`config.mk`:
```
export PLATFORM = sky130hd
export DESIGN_NAME = usb_tx_bit_ctrl_flat
export DESIGN_NICKNAME = d
export VERILOG_FILES = /design/src/rtl/usb_tx_bit_ctrl_if.sv /design/src/rtl/usb_tx_bit_ctrl.sv /design/src/flat_wrapper.sv
export SDC_FILE = /design/constraint.sdc
export NUM_CORES = 1
export LEC_CHECK = 0
export ABC_AREA = 0
export BUFFER_PORTS_ARGS = -buffer_cell sky130_fd_sc_hd__buf_4
export CAP_MARGIN = 40
export CORE_ASPECT_RATIO = 0.5
export CORE_UTILIZATION = 58
export CTS_CLUSTER_DIAMETER = 40
export DETAILED_ROUTE_END_ITERATION = 6
export GPL_TIMING_DRIVEN = 0
export PLACE_DENSITY = 0.9
export SLEW_MARGIN = 10
export SYNTH_ARGS = -nofsm -noshare
export SYNTH_HDL_FRONTEND = slang
export SYNTH_SLANG_ARGS = --single-unit
```
`constraint.sdc`:
```
create_clock -name clk -period 2.7 [get_ports clk]
set_input_delay 0.135 -clock clk [delete_from_list [all_inputs] [get_ports clk]]
set_output_delay 0.135 -clock clk [all_outputs]
set_load 0.01 [all_outputs]
```
`src/rtl/usb_tx_bit_ctrl_if.sv`:
```
`default_nettype none
// ============================================================================
// Module      : usb_tx_bit_ctrl_if
// Description : Handshake and line bundle between the TX packet FIFO side,
//               the USB full-speed bit-level transmitter and the line drivers.
//   tx_start       : start a packet (only acted on while the transmitter idles)
//   tx_data[7:0]   : packet byte
//   tx_data_valid  : tx_data / tx_last are valid
//   tx_last        : presented byte is the last byte of the packet
//   tx_data_ready  : byte taken this cycle when tx_data_valid is high
//   dplus_out      : D+ line level
//   dminus_out     : D- line level
//   tx_busy        : transmitter is not idle
//   tx_done        : one-cycle pulse when EOP completes
//   tx_err         : one-cycle pulse on byte underrun
// Revision    : 1.0 - initial release
// ============================================================================
interface usb_tx_bit_ctrl_if;
    logic       tx_start;
    logic [7:0] tx_data;
    logic       tx_data_valid;
    logic       tx_last;
    logic       tx_data_ready;
    logic       dplus_out;
    logic       dminus_out;
    logic       tx_busy;
    logic       tx_done;
    logic       tx_err;

    // Packet source / line observer side
    modport master (
        output tx_start, tx_data, tx_data_valid, tx_last,
        input  tx_data_ready, dplus_out, dminus_out, tx_busy, tx_done, tx_err
    );

    // Transmitter side
    modport slave (
        input  tx_start, tx_data, tx_data_valid, tx_last,
        output tx_data_ready, dplus_out, dminus_out, tx_busy, tx_done, tx_err
    );
endinterface
`default_nettype wire

```
`src/rtl/usb_tx_bit_ctrl.sv`:
```
`default_nettype none
// ============================================================================
// Module      : usb_tx_bit_ctrl
// Description : USB full-speed transmit bit-level controller. Emits SYNC,
//               serializes packet bytes LSB-first at one bit per
//               CLKS_PER_BIT clocks, inserts a stuff 0 after six consecutive
//               ones, NRZI-encodes onto D+/D- and closes with SE0,SE0,J.
// Ports       : clk   - system clock
//               n_rst - asynchronous active-low reset
//               bus   - usb_tx_bit_ctrl_if.slave (handshake + line outputs)
// Parameters  : CLKS_PER_BIT - clocks per bit period (>= 2)
// Revision    : 1.0 - initial release
// ============================================================================
module usb_tx_bit_ctrl #(
    parameter int CLKS_PER_BIT = 8
) (
    input  wire logic        clk,
    input  wire logic        n_rst,
    usb_tx_bit_ctrl_if.slave bus
);

    localparam int                    C_TIMER_W = $clog2(CLKS_PER_BIT);
    localparam logic [C_TIMER_W-1:0]  C_BND     = C_TIMER_W'(CLKS_PER_BIT - 1);
    localparam logic [C_TIMER_W-1:0]  C_PRE_BND = C_TIMER_W'(CLKS_PER_BIT - 2);
    localparam logic [C_TIMER_W-1:0]  C_T_ONE   = C_TIMER_W'(1);
    localparam logic [7:0]            C_SYNC    = 8'h80;

    typedef enum logic [2:0] {
        ST_IDLE    = 3'd0,
        ST_SYNC    = 3'd1,
        ST_DATA    = 3'd2,
        ST_STUFF   = 3'd3,
        ST_EOP_SE0 = 3'd4,
        ST_EOP_J   = 3'd5
    } state_t;

    state_t               state_q;
    logic [C_TIMER_W-1:0] timer_q;
    logic [7:0]           shift_q;
    logic [2:0]           bitcnt_q;   // bit index in byte; also SE0 period count
    logic [2:0]           ones_q;
    logic                 last_q;     // byte in shift_q is the last of the packet
    logic                 level_q;    // NRZI level: 1 = J, 0 = K
    logic                 dp_q;
    logic                 dm_q;
    logic                 done_q;
    logic                 err_q;

    logic                 w_bnd;
    logic                 w_byte_end;
    logic                 w_need_stuff;
    logic                 w_fetch;

    // Returns {next level, D+, D-} after sending one NRZI bit.
    function automatic logic [2:0] f_line(input logic lvl, input logic b);
        logic nl;
        nl = b ? lvl : ~lvl;
        return {nl, nl, ~nl};
    endfunction

    always_comb begin
        w_bnd        = (timer_q == C_BND);
        w_byte_end   = (bitcnt_q == 3'd7);
        // Current bit is a 1 that makes the sixth consecutive one.
        w_need_stuff = ((state_q == ST_SYNC) || (state_q == ST_DATA))
                       && shift_q[0] && (ones_q == 3'd5);
        // A new byte is needed when the next bit is bit 0 of a fresh byte.
        // A pending stuff bit defers the fetch to the end of STUFF.
        w_fetch      = w_bnd && w_byte_end && !last_q &&
                       ((state_q == ST_SYNC) ||
                        ((state_q == ST_DATA) && !w_need_stuff) ||
                        (state_q == ST_STUFF));
    end

    assign bus.tx_data_ready = w_fetch;
    assign bus.tx_busy       = (state_q != ST_IDLE);
    assign bus.dplus_out     = dp_q;
    assign bus.dminus_out    = dm_q;
    assign bus.tx_done       = done_q;
    assign bus.tx_err        = err_q;

    always_ff @(posedge clk or negedge n_rst) begin
        if (!n_rst) begin
            state_q  <= ST_IDLE;
            timer_q  <= '0;
            shift_q  <= 8'h00;
            bitcnt_q <= 3'd0;
            ones_q   <= 3'd0;
            last_q   <= 1'b0;
            level_q  <= 1'b1;
            dp_q     <= 1'b1;
            dm_q     <= 1'b0;
            done_q   <= 1'b0;
            err_q    <= 1'b0;
        end else begin
            done_q <= 1'b0;
            err_q  <= 1'b0;

            if (state_q == ST_IDLE) begin
                timer_q <= '0;
            end else if (w_bnd) begin
                timer_q <= '0;
            end else begin
                timer_q <= timer_q + C_T_ONE;
            end

            case (state_q)
                ST_IDLE: begin
                    ones_q   <= 3'd0;
                    bitcnt_q <= 3'd0;
                    last_q   <= 1'b0;
                    level_q  <= 1'b1;
                    dp_q     <= 1'b1;
                    dm_q     <= 1'b0;
                    if (bus.tx_start) begin
                        state_q <= ST_SYNC;
                        shift_q <= C_SYNC;
                        {level_q, dp_q, dm_q} <= f_line(1'b1, C_SYNC[0]);
                    end
                end

                ST_SYNC, ST_DATA, ST_STUFF: begin
                    if (w_bnd) begin
                        if (w_need_stuff) begin
                            // Shift register holds; the stuff 0 goes out next.
                            state_q <= ST_STUFF;
                            ones_q  <= ones_q + 3'd1;
                            {level_q, dp_q, dm_q} <= f_line(level_q, 1'b0);
                        end else begin
                            if (state_q == ST_STUFF) begin
                                ones_q <= 3'd0;
                            end else if (shift_q[0]) begin
                                ones_q <= ones_q + 3'd1;
                            end else begin
                                ones_q <= 3'd0;
                            end

                            if (!w_byte_end) begin
                                shift_q  <= shift_q >> 1;
                                bitcnt_q <= bitcnt_q + 3'd1;
                                state_q  <= (state_q == ST_SYNC) ? ST_SYNC : ST_DATA;
                                {level_q, dp_q, dm_q} <= f_line(level_q, shift_q[1]);
                            end else if (last_q) begin
                                state_q  <= ST_EOP_SE0;
                                bitcnt_q <= 3'd0;
                                dp_q     <= 1'b0;
                                dm_q     <= 1'b0;
                            end else if (bus.tx_data_valid) begin
                                shift_q  <= bus.tx_data;
                                last_q   <= bus.tx_last;
                                bitcnt_q <= 3'd0;
                                state_q  <= ST_DATA;
                                {level_q, dp_q, dm_q} <= f_line(level_q, bus.tx_data[0]);
                            end else begin
                                // Underrun: truncate the packet with an EOP.
                                err_q    <= 1'b1;
                                state_q  <= ST_EOP_SE0;
                                bitcnt_q <= 3'd0;
                                dp_q     <= 1'b0;
                                dm_q     <= 1'b0;
                            end
                        end
                    end
                end

                ST_EOP_SE0: begin
                    ones_q <= 3'd0;
                    if (w_bnd) begin
                        if (bitcnt_q == 3'd1) begin
                            state_q  <= ST_EOP_J;
                            bitcnt_q <= 3'd0;
                            level_q  <= 1'b1;
                            dp_q     <= 1'b1;
                            dm_q     <= 1'b0;
                        end else begin
                            bitcnt_q <= bitcnt_q + 3'd1;
                        end
                    end
                end

                ST_EOP_J: begin
                    // Registered so that done is visible on the final boundary.
                    if (timer_q == C_PRE_BND) begin
                        done_q <= 1'b1;
                    end
                    if (w_bnd) begin
                        state_q <= ST_IDLE;
                    end
                end

                default: begin
                    state_q <= ST_IDLE;
                end
            endcase
        end
    end

endmodule
`default_nettype wire

```
`src/flat_wrapper.sv`:
```
// flat-port wrapper written by rule: the top's interface ports become plain ports
module usb_tx_bit_ctrl_flat 
#(
    parameter int CLKS_PER_BIT = 8
)
  (clk, n_rst, bus_tx_start, bus_tx_data, bus_tx_data_valid, bus_tx_last, bus_tx_data_ready, bus_dplus_out, bus_dminus_out, bus_tx_busy, bus_tx_done, bus_tx_err);
  usb_tx_bit_ctrl_if bus_i ();
  input  wire logic clk;
  input  wire logic n_rst;
  input wire logic [$bits(bus_i.tx_start)-1:0] bus_tx_start;
  input wire logic [$bits(bus_i.tx_data)-1:0] bus_tx_data;
  input wire logic [$bits(bus_i.tx_data_valid)-1:0] bus_tx_data_valid;
  input wire logic [$bits(bus_i.tx_last)-1:0] bus_tx_last;
  output wire logic [$bits(bus_i.tx_data_ready)-1:0] bus_tx_data_ready;
  output wire logic [$bits(bus_i.dplus_out)-1:0] bus_dplus_out;
  output wire logic [$bits(bus_i.dminus_out)-1:0] bus_dminus_out;
  output wire logic [$bits(bus_i.tx_busy)-1:0] bus_tx_busy;
  output wire logic [$bits(bus_i.tx_done)-1:0] bus_tx_done;
  output wire logic [$bits(bus_i.tx_err)-1:0] bus_tx_err;
  assign bus_i.tx_start = bus_tx_start;
  assign bus_i.tx_data = bus_tx_data;
  assign bus_i.tx_data_valid = bus_tx_data_valid;
  assign bus_i.tx_last = bus_tx_last;
  assign bus_tx_data_ready = bus_i.tx_data_ready;
  assign bus_dplus_out = bus_i.dplus_out;
  assign bus_dminus_out = bus_i.dminus_out;
  assign bus_tx_busy = bus_i.tx_busy;
  assign bus_tx_done = bus_i.tx_done;
  assign bus_tx_err = bus_i.tx_err;
  usb_tx_bit_ctrl #(.CLKS_PER_BIT(CLKS_PER_BIT)) u_core (.clk(clk), .n_rst(n_rst), .bus(bus_i));
endmodule
```
Yosys cells after proc, flatten, opt, wreduce, memory -nomap -nowiden
Cells that the tools add are included.
- flip-flop bits (word level): 26
- bits of input ports: 13
- add/sub/neg operators: 3
- equality and inequality tests: 21
- multiplexer cells: 71
- bitwise gates (word level): 3
- reductions and logical operators: 25
- operator list (kind ; number):
    two-way mux 3 bit ; 20
    two-way mux 8 bit ; 6
    two-way mux 1 bit ; 36
    == test 3 bit, second input constant ; 6
    one-hot mux 8 bit (2 select lines) ; 1
    one-hot mux 3 bit (4 select lines) ; 1
    AND reduction 4 bit ; 3
    AND reduction 6 bit ; 2
    inequality test 2 x 1 -> 1 bit, second input constant ; 5
    adder 3 x 1 -> 3 bit, second input constant ; 3
    one-hot mux 1 bit (3 select lines) ; 3
    one-hot mux 3 bit (3 select lines) ; 1
    inequality test 4 bit, second input constant ; 2
    == test 3 x 1 -> 1 bit, second input constant ; 2
    == test 3 x 2 -> 1 bit, second input constant ; 2
    logical AND 1 bit ; 6
    inequality test 3 bit, second input constant ; 2
    one-hot mux 3 bit (2 select lines) ; 1
    nonzero test 3 bit ; 2
    AND reduction 5 bit ; 1
    inequality test 2 bit, second input constant ; 2
    nonzero test 2 bit ; 2
    logical NOT 3 bit ; 1
    logical OR 1 bit ; 3
    other kinds (7) ; 10

Logic depth before layout (Yosys ltp)
- depth in word-level cells: 9
- depth in mapped cells: 7
- gate-level depth less buffers: 6

Worst setup path before layout
No wires, ideal clock.
- path kind: reg-to-reg
- start point: register u_core.bitcnt_q[0]
- end point: register u_core.shift_q[0]
- library setup time: 0.125 ns
- arrival time: 1.858 ns
- required time: 2.575 ns
- setup slack: 0.718 ns
- stages on the path, launching flop included: 6
- buffers on the path: 0
- period minus slack after synthesis: 1.982 ns
- path through: dfrtp_1 -> ha_1 -> ha_1 -> a211o_1 -> a211oi_4 -> mux2_2
- longest elaborated chain between the ends: 5
- elaborated cells between the ends (all ways): 8
- classes of those cells: 3 x eq/ne; 4 x mux; 1 x reduce/logical
- RTL lines (item ; line ; source):
    start: declaration ; usb_tx_bit_ctrl.sv:40 ; logic [2:0] bitcnt_q;
    start signal: assignment ; usb_tx_bit_ctrl.sv:140 ; bitcnt_q <= bitcnt_q + 3'd1;
    start signal: assignment ; usb_tx_bit_ctrl.sv:176 ; bitcnt_q <= bitcnt_q + 3'd1;
    == test 3 bit * ; usb_tx_bit_ctrl.sv:63 ; w_byte_end = (bitcnt_q == 3'd7);
    two-way mux 8 bit ; usb_tx_bit_ctrl.sv:138 ; if (!w_byte_end) begin
    two-way mux 8 bit ; usb_tx_bit_ctrl.sv:124 ; if (w_need_stuff) begin
    two-way mux 8 bit ; usb_tx_bit_ctrl.sv:123 ; if (w_bnd) begin
    one-hot mux 8 bit (2 select lines) ; usb_tx_bit_ctrl.sv:107 ; case (state_q)
    end signal: assignment ; usb_tx_bit_ctrl.sv:139 ; shift_q <= shift_q >> 1;
    end signal: assignment ; usb_tx_bit_ctrl.sv:149 ; shift_q <= bus.tx_data;
    end: declaration ; usb_tx_bit_ctrl.sv:39 ; logic [7:0] shift_q;
Every way passes the cells marked *; elsewhere a longest branch is shown, timed or not. The select of a mux whose other input is x is not followed.
A chain may end at the register's enable or synchronous reset.

Final worst setup path
- start point: register u_core.timer_q[0]
- end point: register u_core.shift_q[2]
- longest elaborated chain between the ends: 3
- RTL lines (item ; line ; source):
    start: declaration ; usb_tx_bit_ctrl.sv:38 ; logic [C_TIMER_W-1:0] timer_q;
    start signal: assignment ; usb_tx_bit_ctrl.sv:104 ; timer_q <= timer_q + C_T_ONE;
    == test 3 bit ; usb_tx_bit_ctrl.sv:62 ; w_bnd = (timer_q == C_BND);
    inequality test 2 x 1 -> 1 bit (no source line) ; n/a ;
    AND reduction 6 bit (no source line) ; n/a ;
Every way passes these cells.

==> impl_metrics.json <==
{
  "final_layout_size_suffix_gt1_frac": 0.2113,
  "wl_per_cell_um": 15.77,
  "synth_area_per_cell_um2": 9.631,
  "hold_start": "bus_tx_data_valid",
  "nets": 217,
  "fin_skew_ps": 7.546,
  "cp-start-kind": "register",
  "whs_ps": 82.68,
  "period_share": 0.8340,
  "yosysUniqueCellTypes": 47,
  "max_clock_freq_mhz": 444.1,
  "grt_pass1_vias": 1191,
  "synth_nets": 193,
  "vias_per_cell": 6.160,
  "p_seq_frac": 0.370,
  "clock_sinks": 26,
  "p_sw_frac": 0.3947,
  "powerDensity_mw_per_mm2": 873.8,
  "slew_violations": 0,
  "ff2ff_path_depth": 7,
  "critPathKind": "reg2reg",
  "antenna_found_initial": 0,
  "critPathMaxFanout": 10,
  "reg2reg_to": "u_core.shift_q[2]$_DFFE_PN0P_",
  "coreArea_mm2": 0.002651,
  "start_util": 0.6248,
  "ant_nets": 0,
  "async_flop_share": 1.000,
  "dp_hpwl_um": 2608,
  "peakVddDrop_v": 0.0006116,
  "reg2reg_from": "u_core.timer_q[0]$_DFF_PN0_",
  "final_cells": 231,
  "place_area_mm2": 0.001838,
  "rows": 13,
  "clkPwrFrac": 0.131,
  "hold_class": "in2reg",
  "final_common_cell": "dfrtp_1",
  "first_iter_violations": 173,
  "drv_cap": 0,
  "grt_max_degree": 27,
  "area_growth_pct": 14.05,
  "hold_violations": 0,
  "placed_cells": 227,
  "clk_pin_slew_ps": 90,
  "die_y_um": 39.79,
  "n_antenna_cell": 0,
  "cp-startpoint": "u_core.timer_q[0]$_DFF_PN0_",
  "stdcell_area_mm2": 0.001889,
  "synth_warnings": 0,
  "finalCriticalPeriod_ps": 2252,
  "ys_seq_area_frac": 0.3943,
  "rsz0062_at_grt": "no",
  "pre_cts_ws_ps": 468.3,
  "cp_data_arrival_time_ps": 2410,
  "status": "completed",
  "postSynthCellCount": 172,
  "cts_setup_buffers": 0,
  "slew_headroom": 0.4252,
  "finalWorstSetupSlack_ps": 448.2,
  "finalPower_mw": 1.651,
  "numPortBuffers": 18,
  "drc": 0,
  "clkLatencyLatePin_ps": 270,
  "ios": 19,
  "required_ps": 2860,
  "p_int_mw": 0.9993,
  "fin_tns_setup_ps": 0,
  "synth-main-ff-cell": "dfrtp_1",
  "synth_edf_count": 0,
  "htreeDepth": 1,
  "mostFrequentLayoutCells": "dfrtp_1, buf_4, nor2_1",
  "netlist_area_mm2": 0.001657,
  "cts_tree": "done",
  "hold_depth": 2,
  "die_x_um": 77.58,
  "power.net_switching_mw": 0.6516,
  "grt_usage": 0.2560,
  "route.vias.total": 1423,
  "cts_resized": 0,
  "critPathCaptureType": "register",
  "nFillCells": 196,
  "wl_um": 3643,
  "min_to": "u_core.bus.tx_err$_DFF_PN0_",
  "cts_inserted_buffers": 3,
  "final_util": 0.7126,
  "p_comb_frac": 0.499,
  "clk_root_buffer_cell": "clkbuf_8",
  "synth_seq_cells": 26,
  "regToRegSetupSlack_ps": 450,
  "grt_pass1_wl_um": 5747,
  "dieArea_mm2": 0.003087,
  "gp_congestion": 0.9409,
  "setup_violations": 0,
  "leakagePower_nw": 0.8119,
  "clock_path_buffers": 2,
  "drt_pass1_iterations": 5,
  "tightest_slew_ps": 855.6,
  "overflow": 0,
  "hold_buffers": 1
}
## cells by family after synthesis
group | Yosys count | synth area share
simple gates | 50 | 0.1601
compound gates | 42 | 0.1813
flops | 26 | 0.3943
buf+inv | 22 | 0.05438
mux | 18 | 0.1163
fa+ha+maj | 10 | 0.07251
xor+xnor | 4 | 0.02115
## synthesized netlist by cell type, types with 2 or more instances
cell type / instances / area, µm²
nand2_1: 11 / 41.29
dfstp_2: 2 / 52.55
ha_1: 8 / 100.1
nor3_1: 5 / 25.02
nand3b_1: 3 / 22.52
o21bai_1: 2 / 15.01
a41oi_1: 2 / 17.52
a31oi_1: 4 / 25.02
and3_1: 2 / 12.51
a2bb2oi_1: 2 / 17.52
nor2b_1: 3 / 18.77
inv_1: 11 / 41.29
buf_2: 3 / 15.01
nor2_1: 13 / 48.80
mux2_2: 10 / 112.6
nand3_1: 2 / 10.01
clkbuf_1: 6 / 22.52
mux2i_1: 8 / 80.08
xnor2_1: 4 / 35.03
a211o_1: 2 / 17.52
o21ai_0: 8 / 40.04
a211oi_1: 2 / 15.01
o22ai_1: 2 / 12.51
dfrtp_1: 24 / 600.6
maj3_1: 2 / 20.02
a21oi_1: 9 / 45.04
nand4b_1: 2 / 17.52
## power by group through the flow
stage / Combinational (mW) / Sequential (mW) / Clock (mW)
final: 0.824 / 0.611 / 0.216
after global routing: 0.900 / 0.628 / 0.236
after CTS: 0.812 / 0.609 / 0.223
after detailed placement: 0.804 / 0.617 / 0
after global placement: 0.778 / 0.606 / 0
after floorplan: 0.611 / 0.601 / 0
## layout make-up
| class | count | area, µm² | area share |
|---|---|---|---|
| clock buffers | 3 | 41.29 | 0.02185 |
| well taps | 37 | 46.29 | 0.02450 |
| repair buffers | 19 | 145.1 | 0.07682 |
| multi-input cells | 124 | 913.4 | 0.4834 |
| flip-flops and latches | 26 | 653.1 | 0.3457 |
| plain buffers | 11 | 48.80 | 0.02583 |
| inverters | 11 | 41.29 | 0.02185 |
## worst max-delay path, stage by stage (launching register included)
cell and delay, ps:
dfrtp_1 380, ha_1 150, ha_1 120, buf_2 200, inv_1 90, a211o_1 270
a211oi_4 520, mux2_2 390
## metal layers
layer  part of all wire  GRT usage  vias up
met1               0.46     0.3314      648
met5                  0          0        -
met2               0.42     0.4314       87
li1                   -          -      668
met3              0.092    0.07209       20
met4              0.028    0.06604        0
## flip-flops by register name, indices dropped and copies added (netlist names)
name                   flops
u_core.shift_q             8
u_core.bus.dminus_out      1
u_core.level_q             1
u_core.ones_q              3
u_core.state_q             3
u_core.timer_q             3
u_core.bus.dplus_out       1
u_core.bus.tx_done         1
u_core.bus.tx_err          1
u_core.bitcnt_q            3
u_core.last_q              1
## how the worst max path moves through the flow
stage / end / slack, ps / cells after the start
6_report: u_core.shift_q[2]$_DFFE_PN0P_ / 450 / 7
4_1_cts: u_core.shift_q[6]$_DFFE_PN0P_ / 460 / 7
3_3_place_gp: u_core.shift_q[2]$_DFFE_PN0P_ / 510 / 7
2_1_floorplan: u_core.shift_q[0]$_DFFE_PN0P_ / 720 / 5
3_5_place_dp: u_core.shift_q[6]$_DFFE_PN0P_ / 470 / 7
5_1_grt: u_core.shift_q[0]$_DFFE_PN0P_ / 340 / 7
(Power assumes the default switching activity.)
